==> src/rtl/gain_scale_sched.sv <==
// Two-channel round-robin scheduler feeding one shared Q8.8 gain datapath.
// Stage 1 latches the granted sample and gain; stage 2 multiplies, shifts and saturates.
module gain_scale_sched #(
  parameter int WS = 16,
  parameter int DP = 8
) (
  input  logic          iCLK,
  input  logic          iRST,
  input  logic          iREQ_L,
  input  logic [WS-1:0] iDATA_L,
  output logic          oACK_L,
  input  logic          iREQ_R,
  input  logic [WS-1:0] iDATA_R,
  output logic          oACK_R,
  input  logic [WS-1:0] iGAIN,
  input  logic          iHOLD,
  output logic          oVALID,
  output logic [WS-1:0] oDATA,
  output logic          oCH,
  output logic          oSAT
);

  localparam int PW = 2 * WS;

  localparam logic signed [PW-1:0] C_QMAX = {{(PW-WS+1){1'b0}}, {(WS-1){1'b1}}};
  localparam logic signed [PW-1:0] C_QMIN = {{(PW-WS+1){1'b1}}, {(WS-1){1'b0}}};
  localparam logic [WS-1:0]        C_POS_SAT = {1'b0, {(WS-1){1'b1}}};
  localparam logic [WS-1:0]        C_NEG_SAT = {1'b1, {(WS-1){1'b0}}};

  logic              w_req [2];
  logic              w_gnt [2];
  logic              w_free;
  logic              w_xfer;
  logic [WS-1:0]     w_data_sel;

  logic              r_ptr;
  logic              r_v1;
  logic signed [PW-1:0] r_s;
  logic signed [PW-1:0] r_g;
  logic              r_ch;

  logic signed [PW-1:0] w_p;
  logic signed [PW-1:0] w_q;
  logic [WS-1:0]     w_res;
  logic              w_clip;

  logic              r_valid;
  logic [WS-1:0]     r_data;
  logic              r_och;
  logic              r_sat;

  assign w_req[0] = iREQ_L;
  assign w_req[1] = iREQ_R;
  assign w_free   = !iRST && !iHOLD;

  // A channel wins if it requests and either the other is idle or the pointer names it.
  generate
    for (genvar gi = 0; gi < 2; gi++) begin : g_grant
      assign w_gnt[gi] = w_free && w_req[gi] && (!w_req[1-gi] || (r_ptr == 1'(gi)));
    end
  endgenerate

  assign oACK_L     = w_gnt[0];
  assign oACK_R     = w_gnt[1];
  assign w_xfer     = w_gnt[0] || w_gnt[1];
  assign w_data_sel = w_gnt[1] ? iDATA_R : iDATA_L;

  always_ff @(posedge iCLK) begin
    if (iRST) begin
      r_ptr <= 1'b0;
      r_v1  <= 1'b0;
      r_s   <= '0;
      r_g   <= '0;
      r_ch  <= 1'b0;
    end else if (!iHOLD) begin
      r_v1 <= w_xfer;
      if (w_xfer) begin
        r_s   <= {{(PW-WS){w_data_sel[WS-1]}}, w_data_sel};
        r_g   <= {{(PW-WS){iGAIN[WS-1]}}, iGAIN};
        r_ch  <= w_gnt[1];
        r_ptr <= ~w_gnt[1];
      end
    end
  end

  // The full WS x WS product fits in PW bits, so no intermediate overflow.
  assign w_p = r_s * r_g;
  assign w_q = w_p >>> DP;

  always_comb begin
    w_res  = w_q[WS-1:0];
    w_clip = 1'b0;
    if (w_q > C_QMAX) begin
      w_res  = C_POS_SAT;
      w_clip = 1'b1;
    end else if (w_q < C_QMIN) begin
      w_res  = C_NEG_SAT;
      w_clip = 1'b1;
    end
  end

  always_ff @(posedge iCLK) begin
    if (iRST) begin
      r_valid <= 1'b0;
      r_data  <= '0;
      r_och   <= 1'b0;
      r_sat   <= 1'b0;
    end else if (!iHOLD) begin
      r_valid <= r_v1;
      r_data  <= w_res;
      r_och   <= r_ch;
      r_sat   <= w_clip;
    end
  end

  assign oVALID = r_valid;
  assign oDATA  = r_data;
  assign oCH    = r_och;
  assign oSAT   = r_sat;

endmodule

==> config.mk <==
export PLATFORM = sky130hd
export DESIGN_NAME = gain_scale_sched
export DESIGN_NICKNAME = d
export VERILOG_FILES = /design/src/rtl/gain_scale_sched.sv
export SDC_FILE = /design/constraint.sdc
export NUM_CORES = 1
export LEC_CHECK = 0
export BUFFER_PORTS_ARGS = -buffer_cell sky130_fd_sc_hd__buf_2
export CELL_PAD_IN_SITES_DETAIL_PLACEMENT = 2
export CELL_PAD_IN_SITES_GLOBAL_PLACEMENT = 2
export CORE_AREA = 2 2 173 175
export DETAILED_ROUTE_END_ITERATION = 7
export DIE_AREA = 0 0 175 177
export MAX_ROUTING_LAYER = met4
export PLACE_DENSITY_LB_ADDON = 0.3
export SYNTH_ARGS = -nofsm -noshare
export SYNTH_HDL_FRONTEND = slang
export SYNTH_SLANG_ARGS = --single-unit
==> constraint.sdc <==
create_clock -name iCLK -period 15.5 [get_ports iCLK]
set_input_delay 0 -clock iCLK [delete_from_list [all_inputs] [get_ports iCLK]]
set_output_delay 0 -clock iCLK [all_outputs]
set_load 0.01 [all_outputs]
# After elaboration in Yosys (flattened, before gate mapping)

Index checks and enable logic that the tools add are counted.

Bits of input ports: 53
Output and inout bits: 21
Word-level logic and storage cells: 33
Register bits: 54

Multiply operators: 1
Mux-type cells: 5
Magnitude comparators: 2
Reduce and logical (&&, ||, !) cells: 13
Bitwise logic cells: 3

Operators with widths:

| operator                                                                           | count |
|---|---|
| 16-bit two-way mux                                                                 | 3 |
| 16-bit by 16-bit multiplier with 32-bit output                                     | 1 |
| 24-bit by 16-bit greater-than comparator with 1-bit output (second input constant) | 1 |
| 24-bit by 16-bit less-than comparator with 1-bit output (second input constant)    | 1 |
| 1-bit logical AND                                                                  | 5 |
| 1-bit logical NOT                                                                  | 4 |
| 1-bit logical OR                                                                   | 3 |
| 1-bit NOT                                                                          | 3 |
| 1-bit two-way mux                                                                  | 2 |
| 2-bit AND reduction                                                                | 1 |

# Depth between registers and ports, before layout

Word-level depth: 6
Gate-level depth with buffers: 27
Gate-level depth less buffers: 23

# Worst setup path after synthesis

No wires, ideal clock.

Path kind: register to register
Start: register r_s[15] (netlist name)
End: register r_data[10] (netlist: oDATA[10])
Stages on the path, launching flop included: 25
Setup time: 0.088 ns
Setup slack: 8.540 ns
Data arrival time: 6.872 ns
Path buffers: 3
Period minus slack after synthesis: 6.960 ns
Cells stage by stage: dfxtp_1 > clkbuf_1 > nand2_1 > fa_1 > inv_1 > fa_1 > inv_1 > fa_1 > fa_1 > inv_1 > fa_1 > inv_1 > fa_1 > inv_1 > ha_1 > clkbuf_1 > nand4_1 > a2111o_1 > a311o_1 > o211a_1 > a2111o_1 > nor4_4 > buf_6 > nand3_1 > a311oi_2

Word-level cells in the longest chain between the ends: 4

RTL lines:

| what                                                    | line | RTL |
|---|---|---|
| 16-bit by 16-bit multiplier with 32-bit output (*)      | 87   | `assign w_p = r_s * r_g;` |
| 24-bit by 16-bit less-than comparator with 1-bit output | 96   | `end else if (w_q < C_QMIN) begin` |
| 16-bit two-way mux                                      | 96   |  |
| 16-bit two-way mux (*)                                  | 93   | `if (w_q > C_QMAX) begin` |
| end signal, assigned                                    | 110  | `r_data <= w_res;` |
| end, declared                                           | 48   | `logic [WS-1:0] r_data;` |

Mark *: on every way between the ends. The rest lies on a longest branch, timed or not.
A chain may end at the register's enable or synchronous reset.

# Worst setup path in the final report

Start: register r_g[2]
End: register r_data[1] (netlist: oDATA[1])

Word-level cells in the longest chain between the ends: 4

RTL lines:

| what                                                    | line | RTL |
|---|---|---|
| start, declared                                         | 39   | `logic signed [PW-1:0] r_g;` |
| start signal, assigned                                  | 79   | `r_g <= {{(PW-WS){iGAIN[WS-1]}}, iGAIN};` |
| 16-bit by 16-bit multiplier with 32-bit output (*)      | 87   |  |
| 24-bit by 16-bit less-than comparator with 1-bit output | 96   |  |
| 16-bit two-way mux                                      | 96   |  |
| 16-bit two-way mux (*)                                  | 93   |  |

Marked as above.

==> results.py <==
metrics = {
    "worst_setup_path": {
        "reg2reg_from": "r_g[2]",
        "end_kind": "flop",
        "crit_start": "r_g[2]",
        "cp-start-kind": "flop",
        "critPathKind": "flop to flop",
        "crit_chain": "and2_1 -> inv_1 -> fa_1 -> inv_1 -> fa_1 -> inv_1 -> fa_1 -> fa_1 -> inv_1 -> fa_1 -> inv_1 -> fa_1 -> inv_1 -> ha_1 -> o21a_1 -> o21ai_0 -> o21ai_0 -> o21ai_0 -> nor4_2 -> a211oi_2 -> nor4_4 -> a21oi_1 -> o22ai_1",
        "reg2reg_slack_ps": 7140,
        "slowest_delay_ps": 910,
        "crit_required_ps": 15720,
        "critPathSlowestCell": "fa_1",
        "cp.arrival_ps": 8580,
        "path_max_fanout": 17,
    },
    "clocking": {
        "cts_max_path_buffers": 2,
        "cts_resized": 0,
        "clkSlewWorstSetupHoldPaths_ps": 80,
        "cts_buffers": 5,
        "clock_sinks": 54,
        "cts_root_buf": "clkbuf_16",
        "clkLatencyLatePin_ps": 310,
        "cts_tree": "yes",
        "h-tree-depth": 2,
    },
    "final_layout": {
        "final_cell_area_sq_um": 13400,
        "area_delta_synth_final_pct": 8.44,
        "num_antenna_cells": 0,
        "drive_above_1_share": 0.0827,
        "fillers": 3223,
        "layout.nets": 1843,
    },
    "pwr": {
        "p_int_uw": 289,
        "clkPwrFrac": 0.243,
        "ir_drop_uv": 47.7,
        "finalPower_uw": 509,
        "pwr-share-comb": 0.406,
        "seqPwrFrac": 0.351,
        "power_density_nw_per_um2": 37.9,
        "p_leak_uw": 0.00664,
        "netSwitchingFraction": 0.431,
        "p_sw_uw": 219,
    },
    "min_path": {
        "hold_class": "input port to flop",
        "hp-start": "iDATA_L[5]",
    },
    "sta": {
        "finalCritPeriodShare": 0.540,
        "final.min_clock_period_ps": 8360,
        "fin_hold_ws_ps": -12.8,
        "skew_ps": 5.30,
        "setup_slack_ps": 7140,
        "hold_viol": 2,
        "clock.fmax_ghz": 0.120,
        "rsz0062_at_grt": "no",
        "drv_slew": 0,
        "relSlewSlack": 0.199,
        "setup_viol": 0,
        "final.setup.tns_ps": 0,
        "worst_pin_slew_ps": 1200,
    },
    "route": {
        "vias_per_cell": 5.62,
        "wirelength_um": 49400,
        "post_drt_wl_per_cell_um": 26.9,
        "antenna_left": 0,
        "drtIter0Drc": 556,
        "drc": 0,
        "firstDrtPassIters": 5,
        "vias": 10400,
    },
    "global_routing": {
        "grt_pass1_vias": 12800,
        "grt_antenna_before_repair": 0,
        "grt_pass1_wl_um": 77500,
        "grt_usage": 0.345,
        "grt_overflow_total": 0,
        "grt_max_degree": 56,
    },
    "yosys": {
        "synth_cell_types": 67,
        "mappedNetlistNets": 1791,
        "synth-simple-area-share": 0.171,
        "syn_inst": 1398,
        "yosysTopAreaCell": "fa_1",
        "yosysTopAreaCellShare": 0.423,
        "synth_flop_cell": "dfxtp_1",
        "yosys_warnings": 0,
        "muxShareOfSynthArea": 0.00162,
        "yosysMostFrequentCell": "inv_1",
        "netlist_area_sq_um": 12400,
        "avgSynthCellArea_sq_um": 8.84,
        "synthXorXnorAreaFrac": 0.0191,
        "synthTopCellsByArea": "fa_1, inv_1, dfxtp_1",
        "ys_seq_elements": 54,
        "seq_area_frac_synth": 0.0874,
        "synthAdderAreaFrac": 0.503,
        "synth_top_family_by_area": "adder cells",
        "synth_compound_area_frac": 0.104,
        "synth_edf_count": 0,
        "synth_common_cells": "inv_1, fa_1, nand2_1",
        "async_reset_ff_frac": 0,
    },
    "floorplanning": {
        "pin_count": 74,
        "initial_core_util": 0.423,
        "fp.dieH_um": 177,
        "rows": 63,
        "chipWidth_um": 175,
        "core_sq_um": 29200,
        "die_area_sq_um": 31000,
    },
    "placed_design": {
        "place_ws_ps": 7460,
        "dp.final_hpwl_um": 37300,
        "io_buffers": 73,
        "dpl_cell_area_sq_um": 13100,
        "gp_congestion": 0.821,
    },
    "status": {
        "status": "complete, but fails checks",
        "violations": "hold timing",
    },
    "flow_run": {
        "max_cap_violations": 0,
    },
}
## routing by layer
layer / wire, um / track usage / part of all wire / vias up
met1: 18700 / 0.386 / 0.38 / 5406
met5: 0 / - / 0 / -
li1: - / - / - / 4364
met3: 2720 / 0.0623 / 0.055 / 191
met2: 25500 / 0.605 / 0.52 / 393
met4: 2510 / 0.150 / 0.051 / 0
## critical path: cells and delay by family, from the launching register on
kind,cells,cell delay (ps)
adder cells (fa/ha/maj),7,3940
flip-flops,1,740
AO/OA/AOI/OAI,7,1620
AND/OR/NAND/NOR,3,1380
buffers and inverters,6,560
## placed cells by master (no fill, tap or decap), types with 11 or more instances in the layout
| cell | Yosys | routed |
|---|---|---|
| a21o_1 | 13 | 13 |
| a21oi_1 | 61 | 61 |
| a22oi_1 | 17 | 17 |
| and2_1 | 118 | 118 |
| buf_2 | 2 | 73 |
| buf_4 | 0 | 12 |
| dfxtp_1 | 54 | 54 |
| dlygate4sd3_1 | 0 | 19 |
| fa_1 | 261 | 261 |
| ha_1 | 79 | 79 |
| inv_1 | 313 | 313 |
| nand2_1 | 201 | 201 |
| nand3_1 | 11 | 11 |
| nor2_1 | 34 | 33 |
| nor2b_1 | 11 | 11 |
| o21ai_0 | 16 | 16 |
| xnor2_1 | 23 | 23 |
## kinds of logic after synthesis
family / after synthesis
flops: 54
fa+ha+maj: 340
simple gates: 424
compound gates: 179
buf+inv: 372
xor+xnor: 27
mux: 2
## area by class of cell
class / instances / area (sq um) / share of cell area
multi-input combinational: 972 / 9870 / 0.736
inverter: 313 / 1170 / 0.0876
sequential: 54 / 1080 / 0.0806
timing repair buffer: 104 / 646 / 0.0482
tap: 390 / 488 / 0.0364
clock buffer: 5 / 125 / 0.00933
clock inverter: 3 / 21.3 / 0.00159
## state kept, by name, summed over array words and instances, names as in the netlist
register / cells
oDATA: 16
r_g: 16
r_s: 16
oCH: 1
oSAT: 1
oVALID: 1
r_ch: 1
r_ptr: 1
r_v1: 1
## final timing paths
| kind | endpoint | cells past startpoint |
|---|---|---|
| worst max-delay path | oDATA[1] | 23 |
| worst min-delay path | r_s[5] | 3 |
| worst max register to register | oDATA[1] | 23 |
| worst min register to register | r_s[5] | 2 |
## through the flow
stage | std cells | utilization | hold WS (ps)
2_1_floorplan | 1398 | - | 140
3_3_place_gp | 1814 | 0.447 | 255
3_5_place_dp | 1814 | 0.447 | 259
4_1_cts | 1841 | 0.458 | 0.314
5_1_grt | 1841 | 0.458 | 15.6
6_report | 1841 | 0.458 | -12.8
## repair_timing
item	4_1_cts	5_1_grt
hold buffers	19	0
setup endpoints to repair	0	0
setup buffers	0	0
hold endpoints to repair	16	0
## power groups by stage
stage / Sequential (uW) / Combinational [uW] / Clock [uW]
5_1_grt: 180 / 223 / 129
3_5_place_dp: 180 / 194 / 0
4_1_cts: 177 / 201 / 122
2_1_floorplan: 167 / 126 / 0
6_report: 179 / 206 / 124
3_3_place_gp: 179 / 181 / 0
Note: power is estimated with default switching activity, not from simulation.
